<file path="config.mk">
export PLATFORM = sky130hd
export DESIGN_NAME = lsu_byte_serial_flat
export DESIGN_NICKNAME = d
export VERILOG_FILES = /design/src/rtl/lsu_pkg.sv /design/src/rtl/lsu_byte_serial_if.sv /design/src/rtl/lsu_load_extend.sv /design/src/rtl/lsu_byte_serial.sv /design/src/flat_wrapper.sv
export SDC_FILE = /design/constraint.sdc
export NUM_CORES = 1
export LEC_CHECK = 0
export BUFFER_PORTS_ARGS = -buffer_cell sky130_fd_sc_hd__buf_2
export CAP_MARGIN = 20
export CELL_PAD_IN_SITES_DETAIL_PLACEMENT = 1
export CELL_PAD_IN_SITES_GLOBAL_PLACEMENT = 1
export CORE_AREA = 2 2 116 118
export DETAILED_ROUTE_END_ITERATION = 8
export DIE_AREA = 0 0 118 120
export PLACE_DENSITY = 0.83
export RECOVER_POWER = 50
export SYNTH_ARGS = -nofsm -noshare
export SYNTH_HDL_FRONTEND = slang
export SYNTH_HIERARCHICAL = 1
export SYNTH_SLANG_ARGS = --single-unit
</file>
<file path="constraint.sdc">
create_clock -name clk -period 8.19 [get_ports clk]
set_input_delay 0.819 -clock clk [delete_from_list [all_inputs] [get_ports clk]]
set_output_delay 0.819 -clock clk [all_outputs]
set_load 0.02 [all_outputs]
</file>
<file path="src/rtl/lsu_pkg.sv">
// Shared definitions for the byte-serial load/store unit: funct3 size codes,
// FSM state encoding and request decode helpers.
package lsu_pkg;

   localparam int unsigned DATA_W = 32;
   localparam int unsigned BYTE_W = 8;

   localparam logic [2:0] CTRL_B  = 3'b000;
   localparam logic [2:0] CTRL_H  = 3'b001;
   localparam logic [2:0] CTRL_W  = 3'b010;
   localparam logic [2:0] CTRL_BU = 3'b100;
   localparam logic [2:0] CTRL_HU = 3'b101;

   typedef enum logic [1:0] {
      ST_IDLE   = 2'd0,
      ST_ACCESS = 2'd1,
      ST_DONE   = 2'd2
   } state_e;

   // Bytes moved by an access; 0 marks an undefined size code.
   function automatic logic [2:0] byte_count(input logic [2:0] ctrl);
      logic [2:0] n;
      n = 3'd0;
      case (ctrl)
         CTRL_B, CTRL_BU: n = 3'd1;
         CTRL_H, CTRL_HU: n = 3'd2;
         CTRL_W:          n = 3'd4;
         default:         n = 3'd0;
      endcase
      return n;
   endfunction

   // Unsigned size codes only make sense for loads.
   function automatic logic ctrl_legal(input logic [2:0] ctrl, input logic write);
      return (byte_count(ctrl) != 3'd0) && !(write && ctrl[2]);
   endfunction

endpackage

</file>
<file path="src/rtl/lsu_byte_serial_if.sv">
// CPU request/response and byte-wide memory port of the byte-serial LSU.
interface lsu_byte_serial_if #(
   parameter int unsigned ADDR_W = 10
) ();
   logic              req_valid;
   logic              req_ready;
   logic              req_write;
   logic [2:0]        req_ctrl;
   logic [31:0]       req_addr;
   logic [31:0]       req_wdata;
   logic              resp_valid;
   logic [31:0]       resp_rdata;
   logic              resp_err;
   logic [ADDR_W-1:0] mem_addr;
   logic              mem_we;
   logic [7:0]        mem_wbyte;
   logic [7:0]        mem_rbyte;

   // LSU side
   modport slave (
      input  req_valid, req_write, req_ctrl, req_addr, req_wdata, mem_rbyte,
      output req_ready, resp_valid, resp_rdata, resp_err, mem_addr, mem_we, mem_wbyte
   );

   // CPU + memory side
   modport master (
      output req_valid, req_write, req_ctrl, req_addr, req_wdata, mem_rbyte,
      input  req_ready, resp_valid, resp_rdata, resp_err, mem_addr, mem_we, mem_wbyte
   );
endinterface

</file>
<file path="src/rtl/lsu_load_extend.sv">
// Sign/zero extension of assembled little-endian load data by funct3 size code.
module lsu_load_extend
   import lsu_pkg::*;
(
   input  logic [2:0]  ctrl,
   input  logic [31:0] data,
   output logic [31:0] ext_c
);

   always_comb begin
      ext_c = data;
      case (ctrl)
         CTRL_B:  ext_c = {{24{data[7]}}, data[7:0]};
         CTRL_H:  ext_c = {{16{data[15]}}, data[15:0]};
         CTRL_BU: ext_c = {24'h000000, data[7:0]};
         CTRL_HU: ext_c = {16'h0000, data[15:0]};
         default: ext_c = data;
      endcase
   end

endmodule

</file>
<file path="src/rtl/lsu_byte_serial.sv">
// Byte-serial load/store initiator: one request at a time, one memory byte per cycle.
// Optional macro LSU_MISALIGN_CHECK_EN rejects misaligned halfword/word accesses.
module lsu_byte_serial
   import lsu_pkg::*;
#(
   parameter int unsigned ADDR_W = 10
) (
   input  logic            clk,
   input  logic            rst,
   lsu_byte_serial_if.slave bus
);

   state_e            state;
   logic [2:0]        ctrl_q;
   logic [2:0]        n_q;
   logic [2:0]        cnt;
   logic              write_q;
   logic              err_q;
   logic [23:0]       wdata_q;
   logic [31:0]       rbuf;
   logic              req_ready_q;
   logic              resp_valid_q;
   logic              resp_err_q;
   logic [31:0]       resp_rdata_q;
   logic [ADDR_W-1:0] mem_addr_q;
   logic              mem_we_q;
   logic [7:0]        mem_wbyte_q;

   logic [2:0]        n_c;
   logic              misalign_c;
   logic              reject_c;
   logic [31:0]       ext_c;
   logic              unused_c;

   assign n_c = byte_count(bus.req_ctrl);

`ifdef LSU_MISALIGN_CHECK_EN
   assign misalign_c = ((n_c == 3'd2) && bus.req_addr[0]) ||
                       ((n_c == 3'd4) && (bus.req_addr[1:0] != 2'b00));
`else
   assign misalign_c = 1'b0;
`endif

   assign reject_c = !ctrl_legal(bus.req_ctrl, bus.req_write) || misalign_c;
   assign unused_c = ^bus.req_addr[31:ADDR_W];

   lsu_load_extend u_extend (
      .ctrl  (ctrl_q),
      .data  (rbuf),
      .ext_c (ext_c)
   );

   // Request FSM; every port output comes straight from a register.
   always_ff @(posedge clk or posedge rst) begin
      if (rst) begin
         state        <= ST_IDLE;
         ctrl_q       <= 3'd0;
         n_q          <= 3'd0;
         cnt          <= 3'd0;
         write_q      <= 1'b0;
         err_q        <= 1'b0;
         wdata_q      <= 24'h000000;
         rbuf         <= 32'h0;
         req_ready_q  <= 1'b1;
         resp_valid_q <= 1'b0;
         resp_err_q   <= 1'b0;
         resp_rdata_q <= 32'h0;
         mem_addr_q   <= '0;
         mem_we_q     <= 1'b0;
         mem_wbyte_q  <= 8'h00;
      end else begin
         case (state)
            ST_IDLE: begin
               resp_valid_q <= 1'b0;
               if (bus.req_valid) begin
                  ctrl_q      <= bus.req_ctrl;
                  write_q     <= bus.req_write;
                  n_q         <= n_c;
                  cnt         <= 3'd0;
                  rbuf        <= 32'h0;
                  wdata_q     <= bus.req_wdata[31:8];
                  req_ready_q <= 1'b0;
                  if (reject_c) begin
                     err_q <= 1'b1;
                     state <= ST_DONE;
                  end else begin
                     err_q      <= 1'b0;
                     state      <= ST_ACCESS;
                     mem_addr_q <= bus.req_addr[ADDR_W-1:0];
                     mem_we_q   <= bus.req_write;
                     if (bus.req_write) begin
                        mem_wbyte_q <= bus.req_wdata[7:0];
                     end
                  end
               end
            end

            ST_ACCESS: begin
               if (!write_q) begin
                  rbuf[{cnt[1:0], 3'b000} +: 8] <= bus.mem_rbyte;
               end
               cnt <= cnt + 3'd1;
               if (cnt == n_q - 3'd1) begin
                  mem_we_q <= 1'b0;
                  state    <= ST_DONE;
               end else begin
                  // Address wraps naturally at the ADDR_W boundary.
                  mem_addr_q <= mem_addr_q + ADDR_W'(1);
                  if (write_q) begin
                     mem_wbyte_q <= wdata_q[7:0];
                     wdata_q     <= {8'h00, wdata_q[23:8]};
                  end
               end
            end

            ST_DONE: begin
               resp_valid_q <= 1'b1;
               resp_err_q   <= err_q;
               resp_rdata_q <= (err_q || write_q) ? 32'h0 : ext_c;
               req_ready_q  <= 1'b1;
               state        <= ST_IDLE;
            end

            default: state <= ST_IDLE;
         endcase
      end
   end

   assign bus.req_ready  = req_ready_q;
   assign bus.resp_valid = resp_valid_q;
   assign bus.resp_err   = resp_err_q;
   assign bus.resp_rdata = resp_rdata_q;
   assign bus.mem_addr   = mem_addr_q;
   assign bus.mem_we     = mem_we_q;
   assign bus.mem_wbyte  = mem_wbyte_q;

endmodule
</file>
<file path="src/flat_wrapper.sv">
// flat-port wrapper written by rule: the top's interface ports become plain ports
module lsu_byte_serial_flat import lsu_pkg::*;
#(
   parameter int unsigned ADDR_W = 10
)
  (clk, rst, bus_req_valid, bus_req_write, bus_req_ctrl, bus_req_addr, bus_req_wdata, bus_mem_rbyte, bus_req_ready, bus_resp_valid, bus_resp_rdata, bus_resp_err, bus_mem_addr, bus_mem_we, bus_mem_wbyte);
  lsu_byte_serial_if #(.ADDR_W(ADDR_W)) bus_i ();
  input  logic clk;
  input  logic rst;
  input wire logic [$bits(bus_i.req_valid)-1:0] bus_req_valid;
  input wire logic [$bits(bus_i.req_write)-1:0] bus_req_write;
  input wire logic [$bits(bus_i.req_ctrl)-1:0] bus_req_ctrl;
  input wire logic [$bits(bus_i.req_addr)-1:0] bus_req_addr;
  input wire logic [$bits(bus_i.req_wdata)-1:0] bus_req_wdata;
  input wire logic [$bits(bus_i.mem_rbyte)-1:0] bus_mem_rbyte;
  output wire logic [$bits(bus_i.req_ready)-1:0] bus_req_ready;
  output wire logic [$bits(bus_i.resp_valid)-1:0] bus_resp_valid;
  output wire logic [$bits(bus_i.resp_rdata)-1:0] bus_resp_rdata;
  output wire logic [$bits(bus_i.resp_err)-1:0] bus_resp_err;
  output wire logic [$bits(bus_i.mem_addr)-1:0] bus_mem_addr;
  output wire logic [$bits(bus_i.mem_we)-1:0] bus_mem_we;
  output wire logic [$bits(bus_i.mem_wbyte)-1:0] bus_mem_wbyte;
  assign bus_i.req_valid = bus_req_valid;
  assign bus_i.req_write = bus_req_write;
  assign bus_i.req_ctrl = bus_req_ctrl;
  assign bus_i.req_addr = bus_req_addr;
  assign bus_i.req_wdata = bus_req_wdata;
  assign bus_i.mem_rbyte = bus_mem_rbyte;
  assign bus_req_ready = bus_i.req_ready;
  assign bus_resp_valid = bus_i.resp_valid;
  assign bus_resp_rdata = bus_i.resp_rdata;
  assign bus_resp_err = bus_i.resp_err;
  assign bus_mem_addr = bus_i.mem_addr;
  assign bus_mem_we = bus_i.mem_we;
  assign bus_mem_wbyte = bus_i.mem_wbyte;
  lsu_byte_serial #(.ADDR_W(ADDR_W)) u_core (.clk(clk), .rst(rst), .bus(bus_i));
endmodule
</file>
==> summary.txt <==
Critical path
  – Worst setup SP type: register
  – Worst path arrival time: roughly 3.5 ns
  – CP Cell Sequence: nand2b_1 > nor4_2 > nand2_1 > o21ai_0
  – Critical path's largest stage delay: approximately 1.1 ns
  – Critical path capture point type: register
  – Buf+Inv Stages, Crit Path: 0
  – CP max-delay cell: nor4_2
  – CP max FO: 42
  – Worst Setup Path Type: reg -> reg
  – Top Family by Delay on Critical Path: simple AND/OR/NAND/NOR gates
  – Worst endpoint required time: roughly 8.5 ns

Clock tree
  – Total CTS buffers: 17
  – CTS resizes: 0
  – CTS tree: built
  – Hold_buf cts: 0
  – Post-CTS Setup Bufs: 0
  – H-tree Lvls: 4
  – Clk slew on worst S/H paths: about 0.060 ns
  – # clock sinks: 123
  – Clk_lat worst skew: between 0.4 and 0.5 ns
  – Clk buf depth: 2
  – CTS Root Cell: clkbuf_16

STA
  – RSZ-0062 raised after global routing: no
  – Setup TNS: 0 ns
  – Final period util: between 30% and 40%
  – Final setup vio count: 0
  – Slew Limit Headroom: -73.9%
  – Hold Violations, Final: 0
  – Clk_skew: 0.00812 ns
  – Max Freq: between 0.3 and 0.4 GHz
  – Crit path time final: 3.19 ns
  – Hold WS: approximately 0.47 ns
  – Pins Over Slew Limit: 143
  – Slew @ Worst Pin: ~2.6 ns

Cells and area
  – Nets: about 730
  – Share of cells above drive strength 1: around 18%
  – Fin cells: 838
  – Area Growth Syn to Fin: 19.8%
  – Ant diodes: 0
  – Filler instances: between 1500 and 2000
  – Cell area after layout: between 6000 and 7000 um^2

Route
  – Final WL: about 16000 um
  – Post-DR wirelength/cell: ~19 um
  – DR vias: between 4000 and 5000
  – DRT antenna net count: 0
  – Initial DRT Pass Iterations: 5
  – DRC viols: 0
  – Vias per cell: approximately 5.6
  – DR iter-0 viols: around 260

Global routing
  – Antenna violations before repair: 0
  – Gr usage total: roughly a quarter
  – First-pass GRT wire length: about 26000 um
  – Total global routing overflow: 0
  – Largest net degree at the start of global routing: 63
  – Vias in the first global route: roughly 5000

Synthesis
  – Number of synthesized flops with an enable pin: 0
  – Ys async rst share: 100%
  – Distinct cells, synth: 62
  – Post-synth top area cell: dfrtp_1
  – Post-synth top flop: dfrtp_1
  – Syn nets: approximately 650
  – Area fraction of the dominant cell type after synthesis: 53.2%
  – Syn Inst Count: 560
  – Post-synthesis cell area: approximately 5700 um^2
  – Register area share after synthesis: between 50% and 60%
  – Synthesized area per cell: between 10 and 15 um^2
  – Synth area leaders: dfrtp_1 (53%), nand2_1 (9.3%), a22o_1 (8.7%)
  – Yosys warnings: 6
  – FF+latch count, synth: roughly 120

Power
  – Internal Power: approximately 1700 uW
  – Psw: 1120 uW
  – Clk pwr share: a little under 30%
  – Pleak: 0.00318 uW
  – Seq pwr share: between 30% and 40%
  – Total Power: approximately 2800 uW
  – Power per cell area: 408 nW/um^2
  – Share of total power in combinational logic: 36.5%
  – Sw Ratio: 39.8%
  – IR drop worst, VDD: 191 uV

Floorplan
  – Die Ht: roughly 120 um
  – Placeable Area: ~13000 um^2
  – Initial core utilization: about 44%
  – I/O pins: around 130
  – DIE WIDTH: between 100 and 150 um
  – FP Rows: between 40 and 50
  – Die area: 14200 um^2

Placement
  – Hpwl dp: ~10000 um
  – DP Cell Count: roughly 800
  – IO Port Bufs: 110
  – GPL Wtd Cong: approximately 0.82
  – Area post-placement: 6290 um^2

Min path
  – Hold Path Class: reg -> reg

Flow run
  – Max-cap violations: 3

Status
  – Outcome: complete, but fails checks
  – Failing checks: max-capacitance violations, max-slew violations
-- stage by stage --
step | utilization [%] | worst slack (ns)
2_1_floorplan | - | 4.10
3_3_place_gp | 48.5 | 5.08
3_5_place_dp | 48.5 | 5.01
4_1_cts | 53.5 | 4.98
5_1_grt | 52.9 | 4.66
6_report | 52.9 | 5.00
-- logic make-up (layout without fill, tap and decap cells) --
logic type | count (synthesis) | count (layout) | synth area share, %
DFF | 123 | 123 | 53.7
adders and majority gates | 6 | 6 | 1.31
muxes | 11 | 11 | 2.79
xor gates and xnor gates | 4 | 4 | 0.981
AOI/OAI and AO/OA | 170 | 170 | 20.5
buffers and inverters | 56 | 158 | 5.19
and+or+nand+nor | 190 | 190 | 15.5
-- final cells by class --
cell class / instances / area, um^2 / share of cell area [%]
Timing Repair Buffer: 117 / 528 / 7.68
Clock inverter: 15 / 223 / 3.24
Clock buffer: 17 / 425 / 6.19
Tap cell: 176 / 220 / 3.20
Sequential cell: 123 / 3080 / 44.8
Inverter: 9 / 35.0 / 0.510
Multi-Input combinational cell: 381 / 2360 / 34.4
-- sequential cells by signal (all words and copies together), names as in the netlist --
signal / count
u_core/bus.mem_we: 1
u_core/bus.resp_rdata: 32
u_core/ctrl_q: 3
u_core/bus.mem_wbyte: 8
u_core/bus.mem_addr: 10
u_core/cnt: 3
u_core/wdata_q: 24
u_core/err_q: 1
u_core/write_q: 1
u_core/state: 2
u_core/n_q: 3
u_core/bus.req_ready: 1
u_core/bus.resp_valid: 1
u_core/bus.resp_err: 1
u_core/rbuf: 32
-- routing by layer --
metal	up-vias	GRT usage, %	wire length [um]
met5	-	0	0
met4	0	9.49	294
met3	32	5.61	821
met2	127	41.7	8230
met1	2382	27.2	6560
li1	2162	-	-
-- worst paths after layout --
path                                                       start                                    end  slack [ns]  cells past startpoint
worst min-delay path            u_core/bus.req_ready$_DFFE_PP1P_       u_core/bus.req_ready$_DFFE_PP1P_        0.47                      2
worst max register to register       u_core/state[0]$_DFFE_PP0P_            u_core/rbuf[16]$_DFFE_PP0P_        5.00                      4
max in group asynchronous                                    rst          u_core/wdata_q[0]$_DFFE_PP0P_        5.38                      3
worst min register to register  u_core/bus.req_ready$_DFFE_PP1P_       u_core/bus.req_ready$_DFFE_PP1P_        0.47                      2
worst max-delay path                 u_core/state[0]$_DFFE_PP0P_            u_core/rbuf[16]$_DFFE_PP0P_        5.00                      4
min in group asynchronous                                    rst  u_core/bus.resp_rdata[29]$_DFFE_PP0P_        1.11                      2
-- synthesized netlist by cell type (all sizes together) (4+ instances only) --
cell type	number
nand2	142
dfrtp	122
a22o	57
o21ai	51
buf	31
a21oi	20
a31oi	18
clkbuf	16
mux2	10
inv	9
nor2	8
ha	6
nand3	6
nor3	5
nand3b	4
nand4	4
nor3b	4
o22ai	4
-- layout by cell type (no fill, tap or decap), types with 2 or more instances in the layout --
| cell type | synthesis | layout |
|---|---|---|
| buf_4 | 10 | 5 |
| a21oi_1 | 20 | 20 |
| clkbuf_1 | 15 | 56 |
| or3_1 | 2 | 2 |
| o21ai_0 | 48 | 48 |
| clkinvlp_4 | 0 | 3 |
| clkbuf_16 | 0 | 17 |
| a211oi_1 | 2 | 2 |
| nand4_1 | 4 | 4 |
| dfrtp_1 | 122 | 122 |
| a22o_1 | 57 | 57 |
| and3_1 | 2 | 2 |
| nor3b_1 | 3 | 4 |
| nor2_1 | 7 | 7 |
| o22ai_1 | 4 | 4 |
| clkinv_2 | 0 | 3 |
| nand3b_1 | 4 | 4 |
| buf_2 | 15 | 56 |
| nand2b_1 | 1 | 2 |
| mux2_4 | 9 | 9 |
| nor3_1 | 4 | 3 |
| clkinv_4 | 0 | 3 |
| o32a_1 | 3 | 3 |
| a21o_1 | 3 | 3 |
| and2_1 | 2 | 2 |
| o21ai_1 | 3 | 3 |
| o31ai_1 | 2 | 2 |
| nand3_1 | 6 | 6 |
| nand2_1 | 142 | 142 |
| ha_1 | 6 | 6 |
| bufinv_16 | 0 | 5 |
| a31oi_1 | 17 | 17 |
| inv_1 | 7 | 7 |
| nor4b_4 | 2 | 2 |
-- power by group through the flow --
stage               clock (uW)  combinational [uW]  sequential (uW)
floorplan                    0                 757              979
CTS                        830                1040              964
finish                     818                1020              965
detailed placement           0                1030              969
global placement             0                 971              959
global route               856                1130              993
-- worst reg2reg max path: stages, from the launching register on --
cell	delay, ns
dfrtp_1	0.60
nand2b_1	1.04
nor4_2	1.09
nand2_1	0.15
o21ai_0	0.21
No activity file was read; power rests on OpenSTA's default activity.
